===== src/rtl/soc_rtc_pkg.sv =====
// Shared definitions for the RTC peripheral: register map, CTRL bit positions
// and bus FSM encoding.
package soc_rtc_pkg;

  localparam logic [3:0] RTC_CTRL_OFS     = 4'h0;
  localparam logic [3:0] RTC_PRESCALE_OFS = 4'h4;
  localparam logic [3:0] RTC_SEC_OFS      = 4'h8;
  localparam logic [3:0] RTC_ALARM_OFS    = 4'hC;

  localparam int CTRL_EN_BIT      = 0;
  localparam int CTRL_IRQ_EN_BIT  = 1;
  localparam int CTRL_ALARM_F_BIT = 8;

  typedef enum logic {
    ST_IDLE = 1'b0,
    ST_RESP = 1'b1
  } rtc_state_e;

endpackage


===== src/rtl/rtc_prescaler.sv =====
// Programmable clock divider: emits a one-clock tick every prescale+1 enabled
// clocks; clr restarts the count.
module rtc_prescaler #(
  parameter int W = 32
) (
  input  logic         clk,
  input  logic         rst_n,
  input  logic         en,
  input  logic         clr,
  input  logic [W-1:0] prescale,
  output logic         tick
);

  logic [W-1:0] pcnt;

  assign tick = en && (pcnt == prescale);

  always_ff @(posedge clk or negedge rst_n) begin
    if (!rst_n)     pcnt <= '0;
    else if (clr)   pcnt <= '0;
    else if (tick)  pcnt <= '0;
    else if (en)    pcnt <= pcnt + 1'b1;
  end

endmodule


===== src/rtl/soc_rtc_peripheral.sv =====
// RTC slave on the arbiter: seconds counter with prescaler, sticky alarm flag
// and level irq, behind a two-state single-cycle-latency bus FSM.
module soc_rtc_peripheral
  import soc_rtc_pkg::*;
#(
  parameter int                    DATA_WIDTH   = 32,
  parameter logic [DATA_WIDTH-1:0] PRESCALE_RST = 32'd99,
  parameter int                    DEC_BITS     = 4
) (
  input  logic                  clk,
  input  logic                  rst_n,
  input  logic                  bus_sel,
  input  logic [DATA_WIDTH-1:0] bus_addr,
  input  logic [DATA_WIDTH-1:0] bus_wdata,
  input  logic                  bus_we,
  output logic [DATA_WIDTH-1:0] bus_rdata,
  output logic                  bus_ready,
  output logic                  irq
);

  rtc_state_e            state, next_state;
  logic                  ctrl_en, ctrl_irq_en, alarm_f;
  logic [DATA_WIDTH-1:0] prescale_q, sec_q, alarm_q, rdata_q, rd_val;
  logic                  access, wr, rd, hi_set, mapped;
  logic [1:0]            reg_idx;
  logic                  wr_ctrl, wr_presc, wr_sec, wr_alarm;
  logic                  tick, alarm_hit, alarm_f_nxt, irq_en_nxt, irq_q;
  logic [DATA_WIDTH-1:0] sec_inc;
  logic                  addr_unused;

  // Offsets between 0x10 and the decode limit are reserved.
  if (DEC_BITS > 4) begin : g_hi
    assign hi_set = |bus_addr[DEC_BITS-1:4];
  end else begin : g_nohi
    assign hi_set = 1'b0;
  end
  assign addr_unused = ^{bus_addr[DATA_WIDTH-1:DEC_BITS], bus_addr[1:0]};

  assign reg_idx  = bus_addr[3:2];
  assign mapped   = !hi_set;
  assign access   = (state == ST_IDLE) && bus_sel;
  assign wr       = access && bus_we;
  assign rd       = access && !bus_we;
  assign wr_ctrl  = wr && mapped && (reg_idx == RTC_CTRL_OFS[3:2]);
  assign wr_presc = wr && mapped && (reg_idx == RTC_PRESCALE_OFS[3:2]);
  assign wr_sec   = wr && mapped && (reg_idx == RTC_SEC_OFS[3:2]);
  assign wr_alarm = wr && mapped && (reg_idx == RTC_ALARM_OFS[3:2]);

  always_ff @(posedge clk or negedge rst_n) begin
    if (!rst_n) state <= ST_IDLE;
    else        state <= next_state;
  end

  always_comb begin
    next_state = state;
    case (state)
      ST_IDLE: if (bus_sel) next_state = ST_RESP;
      ST_RESP: next_state = ST_IDLE;
      default: next_state = ST_IDLE;
    endcase
  end

  assign bus_ready = (state == ST_RESP);

  // A SEC write also restarts the prescaler so the new second is full length.
  rtc_prescaler #(.W(DATA_WIDTH)) u_presc (
    .clk      (clk),
    .rst_n    (rst_n),
    .en       (ctrl_en),
    .clr      (wr_presc || wr_sec),
    .prescale (prescale_q),
    .tick     (tick)
  );

  // Compare against the pre-edge ALARM; a SEC write overrides the tick.
  assign sec_inc     = sec_q + 1'b1;
  assign alarm_hit   = tick && !wr_sec && (sec_inc == alarm_q);
  assign alarm_f_nxt = alarm_hit || (alarm_f && !(wr_ctrl && bus_wdata[CTRL_ALARM_F_BIT]));
  assign irq_en_nxt  = wr_ctrl ? bus_wdata[CTRL_IRQ_EN_BIT] : ctrl_irq_en;

  always_ff @(posedge clk or negedge rst_n) begin
    if (!rst_n) begin
      ctrl_en     <= 1'b0;
      ctrl_irq_en <= 1'b0;
      alarm_f     <= 1'b0;
      irq_q       <= 1'b0;
      prescale_q  <= PRESCALE_RST;
      sec_q       <= '0;
      alarm_q     <= '1;
    end else begin
      if (wr_ctrl) ctrl_en <= bus_wdata[CTRL_EN_BIT];
      ctrl_irq_en <= irq_en_nxt;
      alarm_f     <= alarm_f_nxt;
      irq_q       <= alarm_f_nxt && irq_en_nxt;
      if (wr_presc) prescale_q <= bus_wdata;
      if (wr_alarm) alarm_q <= bus_wdata;
      if (wr_sec)    sec_q <= bus_wdata;
      else if (tick) sec_q <= sec_inc;
    end
  end

  assign irq = irq_q;

  always_comb begin
    rd_val = '0;
    if (mapped) begin
      case (reg_idx)
        RTC_CTRL_OFS[3:2]: begin
          rd_val[CTRL_EN_BIT]      = ctrl_en;
          rd_val[CTRL_IRQ_EN_BIT]  = ctrl_irq_en;
          rd_val[CTRL_ALARM_F_BIT] = alarm_f;
        end
        RTC_PRESCALE_OFS[3:2]: rd_val = prescale_q;
        RTC_SEC_OFS[3:2]:      rd_val = sec_q;
        default:               rd_val = alarm_q;
      endcase
    end
  end

  always_ff @(posedge clk or negedge rst_n) begin
    if (!rst_n)  rdata_q <= '0;
    else if (rd) rdata_q <= rd_val;
  end

  assign bus_rdata = rdata_q;

endmodule

===== config.mk =====
export PLATFORM = sky130hd
export DESIGN_NAME = soc_rtc_peripheral
export DESIGN_NICKNAME = d
export VERILOG_FILES = /design/src/rtl/soc_rtc_pkg.sv /design/src/rtl/rtc_prescaler.sv /design/src/rtl/soc_rtc_peripheral.sv
export SDC_FILE = /design/constraint.sdc
export NUM_CORES = 1
export LEC_CHECK = 0
export CORE_MARGIN = 10
export CORE_UTILIZATION = 35
export CTS_CLUSTER_DIAMETER = 80
export DETAILED_ROUTE_END_ITERATION = 6
export GPL_ROUTABILITY_DRIVEN = 0
export SYNTH_ARGS = -nofsm -noshare
export SYNTH_HDL_FRONTEND = slang
export SYNTH_SLANG_ARGS = --single-unit
export TNS_END_PERCENT = 50

===== constraint.sdc =====
create_clock -name clk -period 3.4 [get_ports clk]
set_input_delay 0.68 -clock clk [delete_from_list [all_inputs] [get_ports clk]]
set_output_delay 0.68 -clock clk [all_outputs]
set_load 0.01 [all_outputs]

==> results.md <==
| Quantity | Reported | Unit |
|---|---|---|
| Worst path required time | 3740 | ps |
| Maximum number of pins on one net before global-route repair | 73 | - |
| Via-to-Cell Ratio | 5.45 | - |
| Number of antenna violations at the first check in global routing | 0 | - |
| Post-Route Skew | 10.9 | ps |
| Number of enable flip-flop cells after synthesis | 0 | - |
| Gr ovfl total | 0 | - |
| Total Die Area | 33400 | sq um |
| Die outline width | 183 | um |
| Via count | 7184 | - |
| Result of the run | complete, no violations | - |
| Path depth of the worst reg2reg path | 7 | - |
| Sequential element share of the synthesized area | 0.450 | - |
| Placement Cell Area | 10300 | sq um |
| Vertical extent of the die | 183 | um |
| Sum of internal, switching and leakage power | 6.95 | mW |
| Starting DRC count in detailed routing | 606 | - |
| Power per cell area | 634 | nW/um^2 |
| Final hold vios | 0 | - |
| Largest cells by area after synthesis | dfrtp_1 35%, mux2_2 11%, dfstp_2 10%, xnor2_1 8.2%, nor2_1 4.5% | - |
| Post-CTS Setup Repair Bufs | 0 | - |
| I/O pin count | 102 | - |
| Launching element type of the critical path | flip-flop | - |
| Hold Crit Class | in2async | - |
| Share of layout cells above drive strength 1 | 0.217 | - |
| Critical path class | reg2reg | - |
| Core region area | 26100 | sq um |
| Total instance count after detailed placement | 1287 | - |
| Setup slack of the most critical reg-to-reg path | 600 | ps |
| Sum of negative setup slack | 0 | ps |
| Max IR drop VDD | 271 | uV |
| Yosys cell types | 68 | - |
| Setup violation total in the final timing report | 0 | - |
| Maximum fanout along the worst path | 9 | - |
| Commonest non-fill, non-tap cell in the layout | dfrtp_1 | - |
| Synth Register Bits | 165 | - |
| Synthesized Nets | 984 | - |
| Fraction of the cycle the final worst path needs | 0.822 | - |
| Number of detailed-routing iterations run before antenna repair | 7 | - |
| Predominant post-synthesis flop cell | dfrtp_1 | - |
| Latest clock arrival within the worst-skew pair | 440 | ps |
| Final max-slew violation count | 0 | - |
| Worst flop-to-flop path startpoint | sec_q[9]$_DFFE_PN0P_ | - |
| Commonest cells after routing, fill and taps aside | 129 x dfrtp_1, 112 x nor2_1, 94 x mux2_2, 87 x xnor2_1, 68 x clkdlybuf4s50_1 | - |
| Post-synth top area share | 0.348 | - |
| Number of filler cells placed in the layout | 2498 | - |
| Minimum clock period | 2800 | ps |
| Count of input and output buffers | 71 | - |
| Final core utilization | 0.420 | - |
| Vias in the first global route | 7191 | - |
| Max capacitance violation total | 0 | - |
| Leakage power | 4.17 | nW |
| CTS Hold Bufs | 0 | - |
| Clock-pin transition on the worst setup and hold timing paths | 70 | ps |
| Clock buffer depth | 2 | - |
| Actual slew at the worst max-slew pin | 719 | ps |
| Total number of clock tree sinks | 165 | - |
| Post-DRT Antenna Nets | 0 | - |
| Pre-CTS setup slack | 311 | ps |
| Reg-to-Reg End | irq$_DFF_PN0_ | - |
| H-tree lvl count | 4 | - |
| Worst-case setup margin in the final layout | 605 | ps |
| Gates resized, CTS repair | 0 | - |
| Global-route wire length before repair | 42800 | um |
| Worst rel slew slack | 0.516 | - |
| RSZ-0062 raised after global routing | false | - |
| Mean Syn Cell Area | 10.1 | sq um |
| Overall track demand over capacity in global routing | 0.164 | - |
| F_max | 0.358 | GHz |
| Initial Utilization | 0.356 | - |
| Final net count | 1041 | - |
| Wire per inst | 20.6 | um |
| Number of instances in the synthesized netlist | 914 | - |
| Data arrival at the endpoint of the critical path | 3130 | ps |
| Number of remaining DRC errors | 0 | - |
| Hold Worst Slack | 284 | ps |
| Cell type contributing the most total cell area after synthesis | dfrtp_1 | - |
| Cell at the root of the clock tree | clkbuf_16 | - |
| TritonCTS clock tree | done | - |
| Setup crit end kind | flip-flop | - |
| TritonCTS Buffers | 17 | - |
| Final Routed Wirelength | 27200 | um |
| Synth async-reset ratio | 1.00 | - |
| Layout area overhead | 18.1 | % |
| Total half-perimeter wirelength after legalization and detailed placement | 20100 | um |
| FP Rows | 59 | - |
| Ys Warns | 0 | - |
| Antenna diode instance count | 0 | - |
| Number of cells in the finished layout apart from fillers | 1319 | - |
| Mapped cell area | 9270 | sq um |
| Post-route cell area | 11000 | sq um |
-- where the power goes --
group,switching (mW),leakage [nW],internal (mW)
sequential,0.492,1.93,2.44
clock,0.839,0.290,1.18
combinational,1.00,1.95,1.00
-- routing by layer --
| metal | vias up | wire [um] | GRT usage |
|---|---|---|---|
| met5 | - | 0 | 0 |
| met1 | 3546 | 12100 | 0.218 |
| met3 | 44 | 1490 | 0.0321 |
| met2 | 213 | 12800 | 0.260 |
| met4 | 0 | 697 | 0.0571 |
| li1 | 3381 | - | - |
-- worst max-delay path, cell delays in order (launching register included) --
cell	delay, ps
dfrtp_1	520
nand4_2	280
nor2_1	440
nand4_1	300
xnor2_1	250
a2111oi_0	420
nand4_1	220
o31ai_1	270
-- cells by family (layout without fill, tap and decap cells) --
logic type,Yosys count,count (layout),share of synthesized area
AOI/OAI and AO/OA,145,145,0.0996
and+or+nand+nor,307,307,0.170
muxes,99,99,0.124
adders and majority gates,2,2,0.00270
DFF,165,165,0.450
buffers and inverters,66,136,0.0316
xor gates and xnor gates,130,130,0.123
-- sequential cells by signal, summed over array words and instances, names as in the netlist --
register,cells
alarm_f,1
alarm_q,32
bus_rdata,32
bus_ready,1
ctrl_en,1
ctrl_irq_en,1
irq,1
prescale_q,32
sec_q,32
u_presc.pcnt,32
-- worst max-delay path by stage --
stage,start,to,slack [ps],depth (start not counted)
finish,sec_q[9]$_DFFE_PN0P_,irq$_DFF_PN0_,600,7
global route,sec_q[4]$_DFFE_PN0P_,alarm_f$_DFF_PN0_,430,7
CTS,sec_q[4]$_DFFE_PN0P_,irq$_DFF_PN0_,630,7
detailed placement,bus_we,u_presc.pcnt[20]$_DFFE_PN0P_,310,8
global placement,bus_we,u_presc.pcnt[20]$_DFFE_PN0P_,280,8
floorplan,bus_sel,u_presc.pcnt[20]$_DFFE_PN0P_,940,8
-- cells in the mapped netlist (6+ instances only) --
| master | instances |
|---|---|
| inv_1 | 8 |
| dfstp_2 | 36 |
| clkbuf_1 | 34 |
| nand4b_1 | 6 |
| a21oi_1 | 65 |
| nor2_1 | 112 |
| nand3_1 | 32 |
| buf_2 | 11 |
| a22oi_1 | 29 |
| nand2_1 | 48 |
| mux2_2 | 94 |
| nor4_1 | 16 |
| and3_1 | 9 |
| nand4_1 | 23 |
| nor3_1 | 16 |
| xnor2_1 | 87 |
| or3_1 | 7 |
| xor2_1 | 43 |
| dfrtp_1 | 129 |
| o21ai_0 | 13 |
-- layout make-up --
type,instances,area [sq um],area share
multi-input combinational,683,4820,0.441
sequential,165,4170,0.381
timing repair buffer,96,902,0.0824
clock buffer,20,447,0.0408
tap,335,419,0.0383
clock inverter,12,155,0.0142
inverter,8,30.0,0.00274
Power figures use the tool's default switching activity.
